`src/rtl/pig_force_gen_pkg.sv`:
```
// pig_pkg: shared types, widths and saturation helpers for pig_force_gen.
//   FX_W/FRAC_W  force format (17-bit signed, 6 fractional bits)
//   CNT_W        overlap counter width, CRN_W corner counter width
//   pig_state_e  ACCUM -> CALC1 -> CALC2 -> HOLD
package pig_pkg;
  localparam int FX_W   = 17;
  localparam int FRAC_W = 6;
  localparam int CNT_W  = 11;
  localparam int CRN_W  = 10;
  localparam int DIFF_W = 12;  // registered dx/dy
  localparam int DACC_W = 14;  // headroom for diff + corner halves
  localparam int SH_W   = 20;  // headroom for diff <<< GAIN_SHIFT

  // overlap counter slots
  localparam int CR = 0;
  localparam int CL = 1;
  localparam int CD = 2;
  localparam int CU = 3;

  typedef enum logic [1:0] {ACCUM, CALC1, CALC2, HOLD} pig_state_e;

  function automatic logic [CNT_W-1:0] sat_inc(input logic [CNT_W-1:0] c);
    return (c == '1) ? c : c + CNT_W'(1);
  endfunction

  function automatic logic signed [DACC_W-1:0] ext_cnt(input logic [CNT_W-1:0] c);
    return $signed({{(DACC_W-CNT_W){1'b0}}, c});
  endfunction

  function automatic logic signed [DACC_W-1:0] half_crn(input logic [CRN_W-1:0] c);
    return $signed({{(DACC_W-CRN_W+1){1'b0}}, c[CRN_W-1:1]});
  endfunction

  // clamp to the 12-bit signed diff range
  function automatic logic signed [DIFF_W-1:0] sat_diff(input logic signed [DACC_W-1:0] v);
    if (v > 14'sd2047)       return 12'sd2047;
    else if (v < -14'sd2048) return -12'sd2048;
    else                     return v[DIFF_W-1:0];
  endfunction

  // symmetric clamp to [-max, +max]
  function automatic logic signed [FX_W-1:0] clamp_force(input logic signed [SH_W-1:0] v,
                                                         input logic [FX_W-1:0] max);
    logic signed [SH_W-1:0] m;
    m = $signed({{(SH_W-FX_W){1'b0}}, max});
    if (v > m)       return $signed(max);
    else if (v < -m) return -$signed(max);
    else             return v[FX_W-1:0];
  endfunction
endpackage

```
`src/rtl/pig_force_gen_if.sv`:
```
// pig_force_gen_if: scan/collision inputs and force outputs of pig_force_gen.
//   master: video/collision side (drives scan + pig_dir, samples forces)
//   slave : pig_force_gen
interface pig_force_gen_if;
  logic                             vsync;
  logic [9:0]                       h_cnt;
  logic [9:0]                       v_cnt;
  logic                             pig;
  logic                             obj;
  logic [3:0]                       pig_dir;  // {x-band, y-band, right, below}
  logic signed [pig_pkg::FX_W-1:0]  pig_force_x;
  logic signed [pig_pkg::FX_W-1:0]  pig_force_y;
  logic                             contact;
  logic                             force_valid;

  modport master (
    output vsync, h_cnt, v_cnt, pig, obj, pig_dir,
    input  pig_force_x, pig_force_y, contact, force_valid
  );
  modport slave (
    input  vsync, h_cnt, v_cnt, pig, obj, pig_dir,
    output pig_force_x, pig_force_y, contact, force_valid
  );
endinterface

```
`src/rtl/pig_force_gen_force_sat.sv`:
```
// force_sat: one axis of force conversion.
//   diff_i  12-bit signed overlap difference
//   force_o diff <<< GAIN_SHIFT, clamped to [-MAX_FORCE, +MAX_FORCE]
module force_sat import pig_pkg::*; #(
  parameter logic [2:0]      GAIN_SHIFT = 3'd2,
  parameter logic [FX_W-1:0] MAX_FORCE  = 17'd2048
) (
  input  logic signed [DIFF_W-1:0] diff_i,
  output logic signed [FX_W-1:0]   force_o
);
  logic signed [SH_W-1:0] ext, shifted;

  // widen first so no shift amount can wrap before the clamp
  assign ext     = {{(SH_W-DIFF_W){diff_i[DIFF_W-1]}}, diff_i};
  assign shifted = ext <<< GAIN_SHIFT;
  assign force_o = clamp_force(shifted, MAX_FORCE);
endmodule

```
`src/rtl/pig_force_gen.sv`:
```
// pig_force_gen: per-frame collision impulse for one pig object.
//   clk, rst_n  clock, async active-low reset
//   bus (slave) scan position, pig/obj masks, pig_dir in; forces, contact,
//               force_valid out
// Accumulates directional overlap counts during the active scan, converts them
// to clamped fixed-point forces in blanking and holds them until vsync.
// Build option: PIG_FORCE_DIAG_EN adds per-quadrant corner counters whose halves
// feed both axes; without it corner overlaps only set contact.
module pig_force_gen import pig_pkg::*; #(
  parameter logic [9:0]      D_WIDTH    = 10'd640,
  parameter logic [9:0]      D_HEIGHT   = 10'd480,
  parameter logic [2:0]      GAIN_SHIFT = 3'd2,
  parameter logic [FX_W-1:0] MAX_FORCE  = FX_W'(32 << FRAC_W),
  parameter bit              IMPULSE    = 1'b1
) (
  input logic             clk,
  input logic             rst_n,
  pig_force_gen_if.slave  bus
);
  pig_state_e               state_q, state_d;
  logic [3:0][CNT_W-1:0]    cnt_q;
  logic                     ov_seen_q;
  logic signed [DIFF_W-1:0] dx_q, dy_q;
  logic signed [FX_W-1:0]   fx_q, fy_q, fx_w, fy_w;
  logic                     contact_q, fvld_q;
  logic signed [DACC_W-1:0] dx_w, dy_w;
  logic                     ov, frame_end, clr;

  assign ov        = bus.pig & bus.obj & (bus.h_cnt < D_WIDTH) & (bus.v_cnt < D_HEIGHT);
  assign frame_end = (bus.h_cnt == '0) && (bus.v_cnt == D_HEIGHT);
  assign clr       = (state_q == HOLD) && bus.vsync;

`ifdef PIG_FORCE_DIAG_EN
  // corner quadrant index = {right, below}: 0 UL, 1 DL, 2 UR, 3 DR
  logic [3:0][CRN_W-1:0] crn_q;
  logic                  crn;
  logic [1:0]            qd;

  assign crn = ov & ~bus.pig_dir[3] & ~bus.pig_dir[2];
  assign qd  = bus.pig_dir[1:0];

  always_ff @(posedge clk or negedge rst_n) begin
    if (!rst_n)                                        crn_q     <= '0;
    else if (clr)                                      crn_q     <= '0;
    else if (state_q == ACCUM && crn && crn_q[qd] != '1) crn_q[qd] <= crn_q[qd] + CRN_W'(1);
  end

  // a corner on the left/top pushes towards +x/+y, like the edge counters
  always_comb begin
    dx_w = ext_cnt(cnt_q[CL]) - ext_cnt(cnt_q[CR])
         + half_crn(crn_q[0]) + half_crn(crn_q[1])
         - half_crn(crn_q[2]) - half_crn(crn_q[3]);
    dy_w = ext_cnt(cnt_q[CU]) - ext_cnt(cnt_q[CD])
         + half_crn(crn_q[0]) + half_crn(crn_q[2])
         - half_crn(crn_q[1]) - half_crn(crn_q[3]);
  end
`else
  always_comb begin
    dx_w = ext_cnt(cnt_q[CL]) - ext_cnt(cnt_q[CR]);
    dy_w = ext_cnt(cnt_q[CU]) - ext_cnt(cnt_q[CD]);
  end
`endif

  force_sat #(.GAIN_SHIFT(GAIN_SHIFT), .MAX_FORCE(MAX_FORCE)) u_sat_x (
    .diff_i (dx_q),
    .force_o(fx_w)
  );
  force_sat #(.GAIN_SHIFT(GAIN_SHIFT), .MAX_FORCE(MAX_FORCE)) u_sat_y (
    .diff_i (dy_q),
    .force_o(fy_w)
  );

  // entering CALC1 is the registered frame_end; frame_end outside ACCUM is ignored
  always_comb begin
    state_d = state_q;
    case (state_q)
      ACCUM:   if (frame_end) state_d = CALC1;
      CALC1:   state_d = CALC2;
      CALC2:   state_d = HOLD;
      HOLD:    if (bus.vsync) state_d = ACCUM;
      default: state_d = ACCUM;
    endcase
  end

  always_ff @(posedge clk or negedge rst_n) begin
    if (!rst_n) begin
      state_q   <= ACCUM;
      cnt_q     <= '0;
      ov_seen_q <= 1'b0;
      dx_q      <= '0;
      dy_q      <= '0;
      fx_q      <= '0;
      fy_q      <= '0;
      contact_q <= 1'b0;
      fvld_q    <= 1'b0;
    end else begin
      state_q <= state_d;
      case (state_q)
        ACCUM: if (ov) begin
          // ov_seen covers corner pixels too, so contact needs no corner counters
          ov_seen_q <= 1'b1;
          if (bus.pig_dir[2]) begin
            if (bus.pig_dir[1]) cnt_q[CR] <= sat_inc(cnt_q[CR]);
            else                cnt_q[CL] <= sat_inc(cnt_q[CL]);
          end
          if (bus.pig_dir[3]) begin
            if (bus.pig_dir[0]) cnt_q[CD] <= sat_inc(cnt_q[CD]);
            else                cnt_q[CU] <= sat_inc(cnt_q[CU]);
          end
        end
        CALC1: begin
          dx_q <= sat_diff(dx_w);
          dy_q <= sat_diff(dy_w);
        end
        CALC2: begin
          fx_q      <= fx_w;
          fy_q      <= fy_w;
          contact_q <= ov_seen_q;
          fvld_q    <= 1'b1;
        end
        HOLD: if (bus.vsync) begin
          // the pig samples on this edge; outputs change only after it
          cnt_q     <= '0;
          ov_seen_q <= 1'b0;
          fvld_q    <= 1'b0;
          if (IMPULSE) begin
            fx_q <= '0;
            fy_q <= '0;
          end
        end
        default: ;
      endcase
    end
  end

  assign bus.pig_force_x = fx_q;
  assign bus.pig_force_y = fy_q;
  assign bus.contact     = contact_q;
  assign bus.force_valid = fvld_q;
endmodule
```
`src/flat_wrapper.sv`:
```
// flat-port wrapper written by rule: the top's interface ports become plain ports
module pig_force_gen_flat import pig_pkg::*;
#(
  parameter logic [9:0]      D_WIDTH    = 10'd640,
  parameter logic [9:0]      D_HEIGHT   = 10'd480,
  parameter logic [2:0]      GAIN_SHIFT = 3'd2,
  parameter logic [FX_W-1:0] MAX_FORCE  = FX_W'(32 << FRAC_W),
  parameter bit              IMPULSE    = 1'b1
)
  (clk, rst_n, bus_vsync, bus_h_cnt, bus_v_cnt, bus_pig, bus_obj, bus_pig_dir, bus_pig_force_x, bus_pig_force_y, bus_contact, bus_force_valid);
  pig_force_gen_if bus_i ();
  input logic clk;
  input logic rst_n;
  input wire logic [$bits(bus_i.vsync)-1:0] bus_vsync;
  input wire logic [$bits(bus_i.h_cnt)-1:0] bus_h_cnt;
  input wire logic [$bits(bus_i.v_cnt)-1:0] bus_v_cnt;
  input wire logic [$bits(bus_i.pig)-1:0] bus_pig;
  input wire logic [$bits(bus_i.obj)-1:0] bus_obj;
  input wire logic [$bits(bus_i.pig_dir)-1:0] bus_pig_dir;
  output wire logic [$bits(bus_i.pig_force_x)-1:0] bus_pig_force_x;
  output wire logic [$bits(bus_i.pig_force_y)-1:0] bus_pig_force_y;
  output wire logic [$bits(bus_i.contact)-1:0] bus_contact;
  output wire logic [$bits(bus_i.force_valid)-1:0] bus_force_valid;
  assign bus_i.vsync = bus_vsync;
  assign bus_i.h_cnt = bus_h_cnt;
  assign bus_i.v_cnt = bus_v_cnt;
  assign bus_i.pig = bus_pig;
  assign bus_i.obj = bus_obj;
  assign bus_i.pig_dir = bus_pig_dir;
  assign bus_pig_force_x = bus_i.pig_force_x;
  assign bus_pig_force_y = bus_i.pig_force_y;
  assign bus_contact = bus_i.contact;
  assign bus_force_valid = bus_i.force_valid;
  pig_force_gen #(.D_WIDTH(D_WIDTH), .D_HEIGHT(D_HEIGHT), .GAIN_SHIFT(GAIN_SHIFT), .MAX_FORCE(MAX_FORCE), .IMPULSE(IMPULSE)) u_core (.clk(clk), .rst_n(rst_n), .bus(bus_i));
endmodule
```
`config.mk`:
```
export PLATFORM = sky130hd
export DESIGN_NAME = pig_force_gen_flat
export DESIGN_NICKNAME = d
export VERILOG_FILES = /design/src/rtl/pig_force_gen_pkg.sv /design/src/rtl/pig_force_gen_if.sv /design/src/rtl/pig_force_gen_force_sat.sv /design/src/rtl/pig_force_gen.sv /design/src/flat_wrapper.sv
export SDC_FILE = /design/constraint.sdc
export NUM_CORES = 1
export LEC_CHECK = 0
export ABC_AREA = 1
export ABC_CLOCK_PERIOD_IN_PS = 1800
export BUFFER_PORTS_ARGS = -buffer_cell sky130_fd_sc_hd__buf_2
export CAP_MARGIN = 40
export CORE_MARGIN = 2
export CORE_UTILIZATION = 25
export CTS_CLUSTER_DIAMETER = 100
export DETAILED_ROUTE_END_ITERATION = 8
export HOLD_SLACK_MARGIN = 0.08
export PLACE_DENSITY_LB_ADDON = 0.15
export SYNTH_ARGS = -nofsm -noshare
export SYNTH_HDL_FRONTEND = slang
export SYNTH_SLANG_ARGS = --single-unit
```
`constraint.sdc`:
```
create_clock -name clk -period 1.8 [get_ports clk]
set_input_delay 0.09 -clock clk [delete_from_list [all_inputs] [get_ports clk]]
set_output_delay 0.09 -clock clk [all_outputs]
set_load 0.01 [all_outputs]
```
# Word level (Yosys, flattened, before mapping)
# Cells that the tools add are included.
# totals
ff_bits,107
in_bits,29
output_inout_bits,36
elab_cells,95
# classes
n_addsub,6
n_lt_le_gt_ge,10
n_eq_ne,21
mux,31
n_bitwise,3
n_reduce_logical,12
# ops
operator,n
2-to-1 mux 11 bit,8
2-to-1 mux 44 bit,2
case mux 44 bit (2 select lines),1
2-to-1 mux 17 bit,5
case mux 17 bit (2 select lines),2
"< comparator 14 x 12 -> 1 bit, second input constant",4
2-to-1 mux 12 bit,4
"adder 11 x 1 -> 11 bit, second input constant",4
"== test 11 bit, second input constant",4
2-to-1 mux 22 bit,2
"greater-than comparator 14 x 12 -> 1 bit, second input constant",2
"greater-than comparator 14 x 13 -> 1 bit, second input constant",2
AND reduction 6 bit,4
subtractor 11 x 11 -> 12 bit,2
"inequality test 2 bit, second input constant",11
"== test 10 x 9 -> 1 bit, second input constant",1
logical NOT 10 bit,1
"< comparator 10 bit, second input constant",1
"< comparator 10 x 9 -> 1 bit, second input constant",1
case mux 2 bit (4 select lines),1
"== test 2 bit, second input constant",2
2-to-1 mux 2 bit,2
"inequality test 2 x 1 -> 1 bit, second input constant",2
case mux 1 bit (2 select lines),2
8 further kinds,13

# Depth between registers and ports, before layout
# depth
ltp_word,6
mapped_depth,11
mapped_depth_nobuf,11

# Hierarchy
# Synthesis repeated with hierarchy kept, for this count alone.
# hier_totals
cells_unflattened,1076
hier_area_um2,7400.8
# modules_own_cells
module,instances,cells_each,area_each_um2,seq_area_each_um2
pig_force_gen,1,976,6817.8,2677.6
force_sat,2,50,291.5,0.0

# Worst setup path before layout
# No wires, ideal clock.
# synth_timing
path_kind,register to register
startpoint,reg u_core.cnt_q[11] (netlist bit)
endpoint,reg u_core.dx_q[8]
setup_time_ps,118
arrival_time_ps,1660
required_time_ps,1682
path_slack_ps,22
stages_incl_launch_ff,12
period_less_slack_ps,1778
path_cell_list,dfrtp_1 > inv_1 > ha_1 > fa_1 > inv_1 > nand3_1 > nand3_1 > nand3_1 > nand2_1 > nand2_1 > nand3_1 > nand2_1
# synth_via
elab_chain_len,4
word_cells_on_any_way,5
classes_between,add/sub (1); order compare (2); mux (2)
# synth_lines
item,line,rtl
start: declaration,pig_force_gen.sv:21,logic [3:0][CNT_W-1:0] cnt_q;
start signal: indexed assignment,pig_force_gen.sv:103,if (bus.pig_dir[1]) cnt_q[CR] <= sat_inc(cnt_q[CR]);
start signal: indexed assignment,pig_force_gen.sv:104,else cnt_q[CL] <= sat_inc(cnt_q[CL]);
start signal: indexed assignment,pig_force_gen.sv:107,if (bus.pig_dir[0]) cnt_q[CD] <= sat_inc(cnt_q[CD]);
subtractor 11 x 11 -> 12 bit (*),pig_force_gen.sv:59,dx_w = ext_cnt(cnt_q[CL]) - ext_cnt(cnt_q[CR]);
< comparator 14 x 12 -> 1 bit,pig_force_gen_pkg.sv:37,else if (v < -14'sd2048) return -12'sd2048;
2-to-1 mux 12 bit,pig_force_gen_pkg.sv:37,
2-to-1 mux 12 bit (*),pig_force_gen_pkg.sv:36,if (v > 14'sd2047) return 12'sd2047;
end signal: assignment,pig_force_gen.sv:112,dx_q <= sat_diff(dx_w);
end: declaration,pig_force_gen.sv:23,"logic signed [DIFF_W-1:0] dx_q, dy_q;"
# Every way passes the cells marked *; elsewhere a longest branch is shown, timed or not.
# A chain may end at the register's enable or synchronous reset.

# Worst setup path after layout
# layout_timing
startpoint,reg u_core.cnt_q[11] (netlist bit)
endpoint,reg u_core.cnt_q[16] (netlist bit)
# layout_via
elab_chain_len,6
word_cells_on_any_way,9
classes_between,add/sub (1); eq/ne (2); mux (5); reduce/logical (1)
# layout_lines
item,line,rtl
adder 11 x 1 -> 11 bit,pig_force_gen_pkg.sv:23,return (c == '1) ? c : c + CNT_W'(1);
2-to-1 mux 11 bit,pig_force_gen_pkg.sv:23,
2-to-1 mux 11 bit,pig_force_gen.sv:103,
2-to-1 mux 22 bit,pig_force_gen.sv:102,if (bus.pig_dir[2]) begin
2-to-1 mux 44 bit,pig_force_gen.sv:99,ACCUM: if (ov) begin
case mux 44 bit (2 select lines),pig_force_gen.sv:98,case (state_q)
# Several ways; a longest one is shown, not always the timed one. The select of a mux whose other input is x is not followed.

==> key figures <==
Critical path
  – Crit path launch type: flop
  – CP Data Arrival Time: approximately 2000 ps
  – CP Class: reg -> reg
  – Worst-path fanout max: 11
  – R2R setup slack: about 80 ps
  – WP data required: between 2000 and 2500 ps
  – Worst setup EP type: flop

Global route
  – Total GRT Usage: 13.1%
  – Largest net degree at the start of global routing: 34
  – Met1 usage: 19.2%
  – Met3 usage in global routing: under 10%
  – Most used routing layer: met2
  – Vias in the first global route: 5,841
  – Remaining global-route overflow: 0
  – Met2 usage: roughly a fifth
  – Initial antenna violation count: 0
  – First-pass GRT wire length: between 20 and 30 mm

Route
  – First-pass iteration count of the detailed router: 5
  – Vias per cell: around 4.3
  – Wire per inst: 12.7 um
  – DRT antenna net count: 0
  – Routed WL: roughly 18 mm
  – Initial DRC count: around 320
  – DR vias: 6,001
  – DRC viols: 0

Power and ir drop
  – NetSw: just over 6000 uW
  – Leakage: roughly 0.0042 uW
  – Power Density: about 1600 nW/um2
  – Reg power frac: 26.0%
  – Int Power: about 7400 uW
  – Peak VDD IR: approximately 0.67 mV
  – Comb pwr share: 59.0%
  – Sw Share: 45.7%
  – Clock power share: 15.0%

Clock tree
  – H-tree depth: 3
  – Reg clk slew, reported paths: 70 ps
  – CTS tree: built
  – Root Buffer: clkbuf_16
  – CTS Buffer Depth: 2
  – Clock Sinks: 97
  – TritonCTS Buffers: 9
  – Worst skew pair latency: about 360 ps

Timing
  – Final Hold Viols: 0
  – TNS Setup: 0 ps
  – Final period util: a little over nine tenths
  – Setup repair after global routing missed its margin: true
  – Post-layout minimum cycle time: between 1500 and 2000 ps
  – Fmax: slightly below 0.6 GHz
  – Pins Over Slew Limit: 0
  – Final hold slack: between 100 and 150 ps
  – Setup Viol. Count Final: 0
  – Max Clock Skew: between 10 and 15 ps

Floorplan
  – Ports: 65
  – Starting Density: between 20% and 30%
  – Die X: 166 um
  – Full die area: roughly 28,000 um2
  – DIE HEIGHT: 166 um
  – Num rows: 59
  – Core Region: between 20,000 and 30,000 um2

Logic synthesis
  – Post-synthesis sequential area ratio: a little under two fifths
  – Mapped Cells: 934
  – Yosys warning count: 0
  – Synth top area share: roughly 37%
  – Synthesized cell area: ~6600 um2
  – Mean Syn Cell Area: 7.02 um2
  – Synth top cells by count: 338 x nand2_1, 100 x inv_1, 97 x dfrtp_1
  – Top_reg_cell synth: dfrtp_1
  – Top-count cell post-synth: nand2_1
  – Synth Register Bits: 97
  – Ys async rst share: 100%
  – Yosys cell types: 46
  – Largest cells by area after synthesis: dfrtp_1 37%, nand2_1 19%, nand3_1 6.4%
  – Yosys top cell by area: dfrtp_1
  – Post-synth EDFFs: 0

Place
  – Post-DP HPWL: roughly 13 mm
  – Port Buffer Count: 60
  – Final Wtd Congestion: 0.796

Final layout
  – Filler Cells Inserted: ~2,800
  – Nets: around 1,100
  – Area delta synth->final: 25.8%
  – # diodes: 0
  – Fraction of layout cells with a size suffix above 1: ~21%
  – Core Util, Final: about a third
  – Reg area: 2430 um2
  – Area of the multi-input gates: around 3700 um2

Worst hold path
  – Min-delay worst type: in -> reg

Status
  – Status: completed

Run
  – Max cap viols: 0
## metrics by stage
| stage | std cells | worst slack (ps) | total power (uW) | cell area, um2 |
|---|---|---|---|---|
| after floorplan | 937 | 21.6 | 8620 | 6560 |
| after global placement | 1365 | 17.7 | 11100 | 7640 |
| after detailed placement | 1365 | 23.7 | 11100 | 7640 |
| after CTS | 1382 | 8.46 | 13200 | 7960 |
| after global routing | 1395 | 0.326 | 15100 | 8250 |
| final | 1395 | 80.0 | 13600 | 8250 |
## kinds of logic (layout without fill, tap and decap cells)
| kind of cell | count (synthesis) | count (layout) | synth area share (%) |
|---|---|---|---|
| AOI/OAI and AO/OA | 74 | 74 | 6.66 |
| DFF | 97 | 97 | 37.0 |
| and+or+nand+nor | 571 | 571 | 37.4 |
| adders and majority gates | 34 | 34 | 6.72 |
| xor gates and xnor gates | 21 | 21 | 2.81 |
| buffers and inverters | 136 | 259 | 9.28 |
| other | 1 | 4 | 0.0572 |
## worst max-delay path: stages, from the launching register on
cell and delay (ps):
dfrtp_1 380, buf_4 130, buf_4 140, ha_2 190
nand2_1 80, nor2_1 40, nand3_1 90, nand2_1 60
nand2_2 70, nand3_4 120, clkbuf_16 200, nand2_1 50
o21ai_1 50
## per-layer routing
layer	part of all wire (%)	up-vias
met2	42	88
li1	-	3198
met5	0	-
met4	0.94	0
met3	3.2	10
met1	54	2705
## final cells by class
| cell class | instances | area share [%] |
|---|---|---|
| Clock inverter | 5 | 0.759 |
| Timing Repair inverter | 1 | 0.0910 |
| Inverter | 105 | 4.89 |
| Clock buffer | 11 | 2.94 |
| Timing Repair Buffer | 137 | 12.2 |
| Multi-Input combinational cell | 704 | 44.6 |
| Sequential cell | 97 | 29.5 |
| Tap cell | 335 | 5.08 |
## state kept, by name, indices dropped and copies added, names as in the netlist
signal,flops
u_core.ov_seen_q,1
u_core.dy_q,12
u_core.state_q,2
u_core.dx_q,12
u_core.bus.contact,1
u_core.bus.pig_force_x,12
u_core.bus.pig_force_y,12
u_core.cnt_q,44
u_core.bus.force_valid,1
## power by group through the flow
stage / clock network, uW / registers [uW] / logic (uW)
2_1_floorplan: 0 / 3650 / 4970
3_3_place_gp: 0 / 3550 / 7550
3_5_place_dp: 0 / 3570 / 7530
4_1_cts: 2110 / 3530 / 7560
5_1_grt: 2190 / 3640 / 9230
6_report: 2030 / 3530 / 8010
## repair_timing
action | 4_1_cts | 5_1_grt
endpoints found under the setup margin | 0 | 65
endpoints found under the hold margin | 97 | 0
hold buffers | 1 | 0
setup buffers | 0 | 10
gates resized for setup | 0 | 38
## layout by cell type (no fill, tap or decap), types with 3 or more instances in the layout
master      netlist  routed
xor2_1           17      17
a31oi_1           3       3
nand3_2           4       8
conb_1            1       4
o22ai_1           3       3
nand3b_1          9       9
nor3_1           12      12
buf_4            14      68
nor2_2            9       9
inv_1           100      96
nand2_2           3       5
nand4_1          14      14
dfrtp_1          97      96
nand3_1          84      78
clkbuf_16         0      11
or2_2             8       8
nand2_1         338     336
nor2_1           83      82
buf_12            0       7
o21bai_1          6       6
o21ai_1          15      17
a21oi_1          18      18
xnor2_1           4       4
ha_4              0       5
clkinvlp_4        0       4
ha_2              0       9
o21ai_0          18      16
inv_2             4       6
ha_1             32      18
buf_2             4      59
## worst paths after layout
path	cells after the start	to	start
worst min-delay path	4	u_core.state_q[1]	bus_vsync
min in group asynchronous	2	u_core.cnt_q[43]	rst_n
worst max-delay path	12	u_core.cnt_q[16]	u_core.cnt_q[11]
worst max register to register	12	u_core.cnt_q[16]	u_core.cnt_q[11]
worst min register to register	2	u_core.bus.force_valid	u_core.bus.force_valid
max in group asynchronous	3	u_core.cnt_q[6]	rst_n
Note: power is estimated with default switching activity, not from simulation.
